==> src/rtl/array_drain.sv <==
// array_drain -- collects skewed column results from a systolic array into a
// small vector buffer and serializes them, one column per beat, onto a
// valid/ready stream.
//
// A vld_o pulse reserves one buffer slot. Column w of that vector arrives w
// cycles after the pulse. A skew pipeline carries the slot index beside the
// valid bit so that each column lands in the slot reserved for it. Once the
// last column is written the vector is committed and becomes visible to the
// output side.
//
// Parameters
//   WIDTH  : number of array columns (>= 2)
//   OWIDTH : signed result width per column
//   DEPTH  : vector buffer entries (power of two, >= 2)
//
// Ports
//   clk     : clock, rising edge
//   rst     : asynchronous active-high reset
//   ofm     : column results, signed OWIDTH each, WIDTH columns
//   vld_o   : column 0 valid this cycle; column w valid w cycles later
//   in_rdy  : a slot can be reserved, so a vld_o pulse this cycle is taken
//   ovf     : sticky, a vld_o pulse was dropped; cleared only by reset
//   m_data  : serialized column result
//   m_vld   : m_data valid
//   m_rdy   : downstream accepts the beat
//   m_last  : beat carries column WIDTH-1
//
// Configuration macro
//   ARRAY_DRAIN_RELU_EN : when defined, negative values are output as zero.
//                         Storage always keeps the raw values.
module array_drain #(
  parameter int WIDTH  = 14,
  parameter int OWIDTH = 24,
  parameter int DEPTH  = 4
) (
  input  logic                     clk,
  input  logic                     rst,
  input  logic signed [OWIDTH-1:0] ofm [WIDTH-1:0],
  input  logic                     vld_o,
  output logic                     in_rdy,
  output logic                     ovf,
  output logic signed [OWIDTH-1:0] m_data,
  output logic                     m_vld,
  input  logic                     m_rdy,
  output logic                     m_last
);

  localparam int PW = (DEPTH > 1) ? $clog2(DEPTH) : 1;
  localparam int CW = (WIDTH > 1) ? $clog2(WIDTH) : 1;
  localparam int NW = $clog2(DEPTH + 1);

  // Output transform: ReLU when enabled, pass-through otherwise.
  function automatic logic signed [OWIDTH-1:0] out_xform(
    input logic signed [OWIDTH-1:0] v
  );
`ifdef ARRAY_DRAIN_RELU_EN
    if (v[OWIDTH-1]) begin
      out_xform = {OWIDTH{1'b0}};
    end else begin
      out_xform = v;
    end
`else
    out_xform = v;
`endif
  endfunction

  logic [PW-1:0]            wr_ptr_q, wr_ptr_d;
  logic [PW-1:0]            rd_ptr_q, rd_ptr_d;
  logic [CW-1:0]            col_q, col_d;
  // res_cnt counts every occupied slot (in flight plus committed);
  // com_cnt counts only the committed ones.
  logic [NW-1:0]            res_cnt_q, res_cnt_d;
  logic [NW-1:0]            com_cnt_q, com_cnt_d;
  logic                     ovf_q, ovf_d;
  // Stage k holds the reservation made k cycles ago. Stage 0 is the live
  // acceptance itself, so only stages 1..WIDTH-1 need flops.
  logic [WIDTH-1:1]         sk_vld_q, sk_vld_d;
  logic [PW-1:0]            sk_slot_q [1:WIDTH-1];
  logic [PW-1:0]            sk_slot_d [1:WIDTH-1];
  logic signed [OWIDTH-1:0] mem_q [DEPTH-1:0][WIDTH-1:0];
  logic signed [OWIDTH-1:0] mem_d [DEPTH-1:0][WIDTH-1:0];

  logic                     acc_s;
  logic                     commit_s;
  logic                     pop_s;
  logic                     beat_s;
  logic                     at_last_s;

  // Output decode. Every output depends on registered state only.
  always_comb begin
    in_rdy    = (res_cnt_q < NW'(DEPTH));
    m_vld     = (com_cnt_q != {NW{1'b0}});
    at_last_s = (col_q == CW'(WIDTH - 1));
    m_last    = m_vld & at_last_s;
    ovf       = ovf_q;
    if (m_vld) begin
      m_data = out_xform(mem_q[rd_ptr_q][col_q]);
    end else begin
      m_data = {OWIDTH{1'b0}};
    end
  end

  // Next-state logic: reservation, skew pipeline, capture, commit and pop.
  always_comb begin
    acc_s    = vld_o & in_rdy;
    commit_s = sk_vld_q[WIDTH-1];
    beat_s   = m_vld & m_rdy;
    pop_s    = beat_s & at_last_s;

    wr_ptr_d  = acc_s ? (wr_ptr_q + PW'(1)) : wr_ptr_q;
    rd_ptr_d  = pop_s ? (rd_ptr_q + PW'(1)) : rd_ptr_q;
    res_cnt_d = res_cnt_q + NW'(acc_s) - NW'(pop_s);
    com_cnt_d = com_cnt_q + NW'(commit_s) - NW'(pop_s);
    ovf_d     = ovf_q | (vld_o & ~in_rdy);

    if (pop_s) begin
      col_d = {CW{1'b0}};
    end else if (beat_s) begin
      col_d = col_q + CW'(1);
    end else begin
      col_d = col_q;
    end

    sk_vld_d[1]  = acc_s;
    sk_slot_d[1] = wr_ptr_q;
    for (int k = 2; k < WIDTH; k++) begin
      sk_vld_d[k]  = sk_vld_q[k-1];
      sk_slot_d[k] = sk_slot_q[k-1];
    end

    // Column 0 goes straight into the freshly reserved slot. Column w uses
    // the slot carried w stages down the skew pipeline.
    mem_d = mem_q;
    if (acc_s) begin
      mem_d[wr_ptr_q][0] = ofm[0];
    end else begin
      mem_d[wr_ptr_q][0] = mem_q[wr_ptr_q][0];
    end
    for (int w = 1; w < WIDTH; w++) begin
      if (sk_vld_q[w]) begin
        mem_d[sk_slot_q[w]][w] = ofm[w];
      end else begin
        mem_d[sk_slot_q[w]][w] = mem_q[sk_slot_q[w]][w];
      end
    end
  end

  // State registers; reset clears everything, including storage.
  always_ff @(posedge clk or posedge rst) begin
    if (rst) begin
      wr_ptr_q  <= {PW{1'b0}};
      rd_ptr_q  <= {PW{1'b0}};
      col_q     <= {CW{1'b0}};
      res_cnt_q <= {NW{1'b0}};
      com_cnt_q <= {NW{1'b0}};
      ovf_q     <= 1'b0;
      sk_vld_q  <= {(WIDTH-1){1'b0}};
      for (int k = 1; k < WIDTH; k++) begin
        sk_slot_q[k] <= {PW{1'b0}};
      end
      for (int d = 0; d < DEPTH; d++) begin
        for (int w = 0; w < WIDTH; w++) begin
          mem_q[d][w] <= {OWIDTH{1'b0}};
        end
      end
    end else begin
      wr_ptr_q  <= wr_ptr_d;
      rd_ptr_q  <= rd_ptr_d;
      col_q     <= col_d;
      res_cnt_q <= res_cnt_d;
      com_cnt_q <= com_cnt_d;
      ovf_q     <= ovf_d;
      sk_vld_q  <= sk_vld_d;
      sk_slot_q <= sk_slot_d;
      mem_q     <= mem_d;
    end
  end

endmodule
==> config.mk <==
export PLATFORM = sky130hd
export DESIGN_NAME = array_drain
export DESIGN_NICKNAME = d
export VERILOG_FILES = /design/src/rtl/array_drain.sv
export SDC_FILE = /design/constraint.sdc
export NUM_CORES = 2
export LEC_CHECK = 0
export BUFFER_PORTS_ARGS = -buffer_cell sky130_fd_sc_hd__buf_4
export CAP_MARGIN = 20
export CORE_MARGIN = 5
export CORE_UTILIZATION = 40
export CTS_BUF_LIST = sky130_fd_sc_hd__clkbuf_8
export DETAILED_ROUTE_END_ITERATION = 16
export GPL_TIMING_DRIVEN = 0
export PLACE_DENSITY = 0.6
export SLEW_MARGIN = 10
export SYNTH_ARGS = -nofsm -noshare
export SYNTH_HDL_FRONTEND = slang
export SYNTH_SLANG_ARGS = --single-unit
==> constraint.sdc <==
create_clock -name clk -period 44.2 [get_ports clk]
set_clock_uncertainty 0.15 [all_clocks]
set_input_delay 0 -clock clk [delete_from_list [all_inputs] [get_ports clk]]
set_output_delay 0 -clock clk [all_outputs]
set_load 0.02 [all_outputs]
==> results.yml <==
synthesis:
  synth_edf_count: 0
  yosysTopAreaCell: "dfrtp_1"
  synth_seq_cells: 1398
  yosysWarnings: 0
  syn_area_um2: 70900
  async_flop_share_pct: 100
  synth_top_area_share_pct: 49.3
  synth_area_per_cell_um2: 11.8
  yosysSeqAreaShare_pct: 49.3
  synth_top_flop_cell: "dfrtp_1"
  synth_cells: 6014
  syn-num-nets: 6364
  synthTopCellsByCount: "dfrtp_1 (1398), nand2_1 (991), o21ai_0 (946)"
  post-synth-top-count-cell: "dfrtp_1"
  synth_cell_types: 43
  synthTopCellsByArea: "dfrtp_1 (49%), mux4_2 (22%), o21ai_0 (6.7%)"
floorplanning:
  ios: 368
  die_width_um: 431
  initial_core_util_pct: 40.2
  die_h_um: 431
  core_um2: 176000
  dieArea_um2: 186000
  rows: 154
cts:
  h-tree-depth: 4
  cts_max_path_buffers: 3
  cts_root_buffer: "clkbuf_8"
  cts_tree: "done"
  clock-sinks: 1398
  cts_buffers: 237
  clk_latency_ns: 1.03
  cts.clk_slew.worst_paths_ns: 0.06
  cts_setup_buffers: 0
placed_design:
  port_buffers: 366
  gp_congestion: 0.937
  placed_area_um2: 77000
  dp_hpwl_mm: 199
timing:
  fin_crit_sh_pct: 12.6
  tightest_slew_ns: 1.12
  fin_setup_tns_ns: 0
  slew_violations: 0
  setup_violations: 0
  min_period_ns: 5.57
  hold_violations: 0
  max_freq_mhz: 179
  relSlewSlack_pct: 25.6
  rsz0062_at_grt: "false"
final_layout:
  finalNetCount: 7661
  synthToLayoutAreaGrowth_pct: 25.2
  layout-drive-gt1-share_pct: 21.7
  stdcell_area_um2: 88800
global_routing:
  grt_pass1_vias: 59800
  grt_max_degree: 115
  grt_pass1_wl_mm: 411
  grt_usage_pct: 30.0
  overflow: 0
  antenna_found_initial: 23
hold_path:
  worst_hold_path_type: "in2reg"
  min_from: "m_rdy"
critical_path:
  startpoint_type: "flip-flop"
  r2r-start: "col_q[1]"
  crit_type: "reg2out"
  crit_fanout: 11
  worstSetupStartpoint: "rd_ptr_q[0]"
  worstPathRequired_ns: 44.05
  end_kind: "output port"
  cp.arrival_ns: 5.42
power:
  seq_power_share_pct: 30.3
  powerDensity_nw_per_um2: 89.0
  p_comb_share_pct: 54.2
  switching_power_mw: 3.66
  ir_drop_mv: 0.0443
  clockPowerShare_pct: 15.6
  p_int_mw: 4.24
  swShare_pct: 46.3
  p_leak_nw: 36.9
route:
  drtIter0Drc: 7464
  ant_nets: 0
  avgViaCountPerCell: 6.07
  first_pass_iters: 6
  drcViolationCount: 0
  vias: 59800
  wl_per_cell_um: 28.7
  drt_wl_total_mm: 283
status:
  outcome: "finished, final reports clean"
run:
  drv_cap: 0
==> cells in the final DEF (no fill, tap or decap), types with 5 or more instances in the layout <==
master	n
clkbuf_1	320
nand2_1	991
mux4_2	706
mux2_2	21
or2_2	16
nor2_1	438
dlygate4sd3_1	678
inv_1	79
buf_2	112
bufinv_16	8
o2111ai_1	19
mux2i_1	406
nor2b_1	6
and2_1	13
buf_16	14
o21ai_0	946
a21oi_1	410
dfrtp_1	1398
xnor2_1	7
nand2b_1	31
buf_4	384
a221oi_1	19
buf_1	57
clkinv_2	38
diode_2	13
ha_1	8
clkbuf_8	299
a31oi_1	5
inv_8	7
buf_6	14
==> per-stage QoR <==
stage                     setup slack (ns)  std cells  util, %  hold WS [ns]  total power [mW]
after detailed placement             39.90       8734     43.7       -0.0250              6.52
after CTS                            38.78       9842     50.3       0.00678              7.80
after floorplan                       4.63       6014        -       -0.0289              4.93
after global placement              -11.53       8720     43.5        0.0676              6.41
final                                38.63       9855     50.4         0.118              7.90
after global routing                 38.73       9849     50.4        0.0991              8.27
==> power groups by stage <==
stage / Clock (mW) / Sequential (mW) / Combinational, mW
global route: 1.30 / 2.46 / 4.51
CTS: 1.24 / 2.37 / 4.19
finish: 1.23 / 2.39 / 4.28
floorplan: 0 / 2.25 / 2.68
global placement: 0 / 2.36 / 4.05
detailed placement: 0 / 2.39 / 4.13
==> layout make-up <==
| cell class | instances | area, um^2 |
|---|---|---|
| fill | 15600 | 87500 |
| inverter | 10 | 45.0 |
| buffer | 522 | 2280 |
| timing repair buffer | 1058 | 9920 |
| sequential | 1398 | 35000 |
| antenna | 13 | 32.5 |
| tap | 2340 | 2930 |
| clock inverter | 131 | 855 |
| clock buffer | 299 | 4120 |
| multi-input combinational | 4084 | 33600 |
==> flip-flops by register name, indices dropped and copies added (netlist names) <==
| signal | flops |
|---|---|
| col_q | 4 |
| com_cnt_q | 3 |
| mem_q | 1344 |
| ovf | 1 |
| rd_ptr_q | 2 |
| res_cnt_q | 3 |
| sk_slot_d | 24 |
| sk_slot_q | 2 |
| sk_vld_q | 13 |
| wr_ptr_q | 2 |
==> path summary, 6_finish.rpt <==
kind	endpoint	cells past startpoint	slack, ns
worst max register to register	com_cnt_q[2]	12	40.30
worst min-delay path	col_q[0]	5	0.12
worst max-delay path	m_data[2]	12	38.63
worst min register to register	sk_slot_d[5]	0	0.19
max in group asynchronous	mem_q[881]	9	40.81
min in group asynchronous	mem_q[1107]	4	0.14
==> routing by layer <==
metal	routed length [um]	share of wire, %	vias to the layer above	global-route usage [%]
li1	-	-	24600	-
met1	108000	38	31100	39.6
met2	129000	46	3423	46.2
met3	27200	9.6	726	7.05
met4	18700	6.6	4	16.5
met5	27	0.0095	-	0
==> what timing repair did <==
action,CTS,global route
hold buffers,678,0
resized for setup,0,0
hold endpoints to repair,1957,0
==> cells by family after synthesis <==
group / after synthesis / synth area share, %
AND/OR/NAND/NOR: 1508 / 8.25
AO/OA/AOI/OAI: 1425 / 10.4
flip-flops: 1398 / 49.3
multiplexers: 1133 / 28.5
buffers and inverters: 532 / 3.27
adder cells (fa/ha/maj): 10 / 0.198
XOR/XNOR: 8 / 0.0988
==> critical path: stages (launching register included) <==
cell       delay (ns)
dfrtp_1          0.35
buf_6            0.26
buf_6            0.28
buf_6            0.31
buf_6            0.30
buf_4            0.39
buf_2            0.49
mux4_2           0.43
mux2i_1          0.65
nand2_1          0.12
o2111ai_1        0.26
nor2_1           0.26
buf_4            0.23
(Power assumes the default switching activity.)
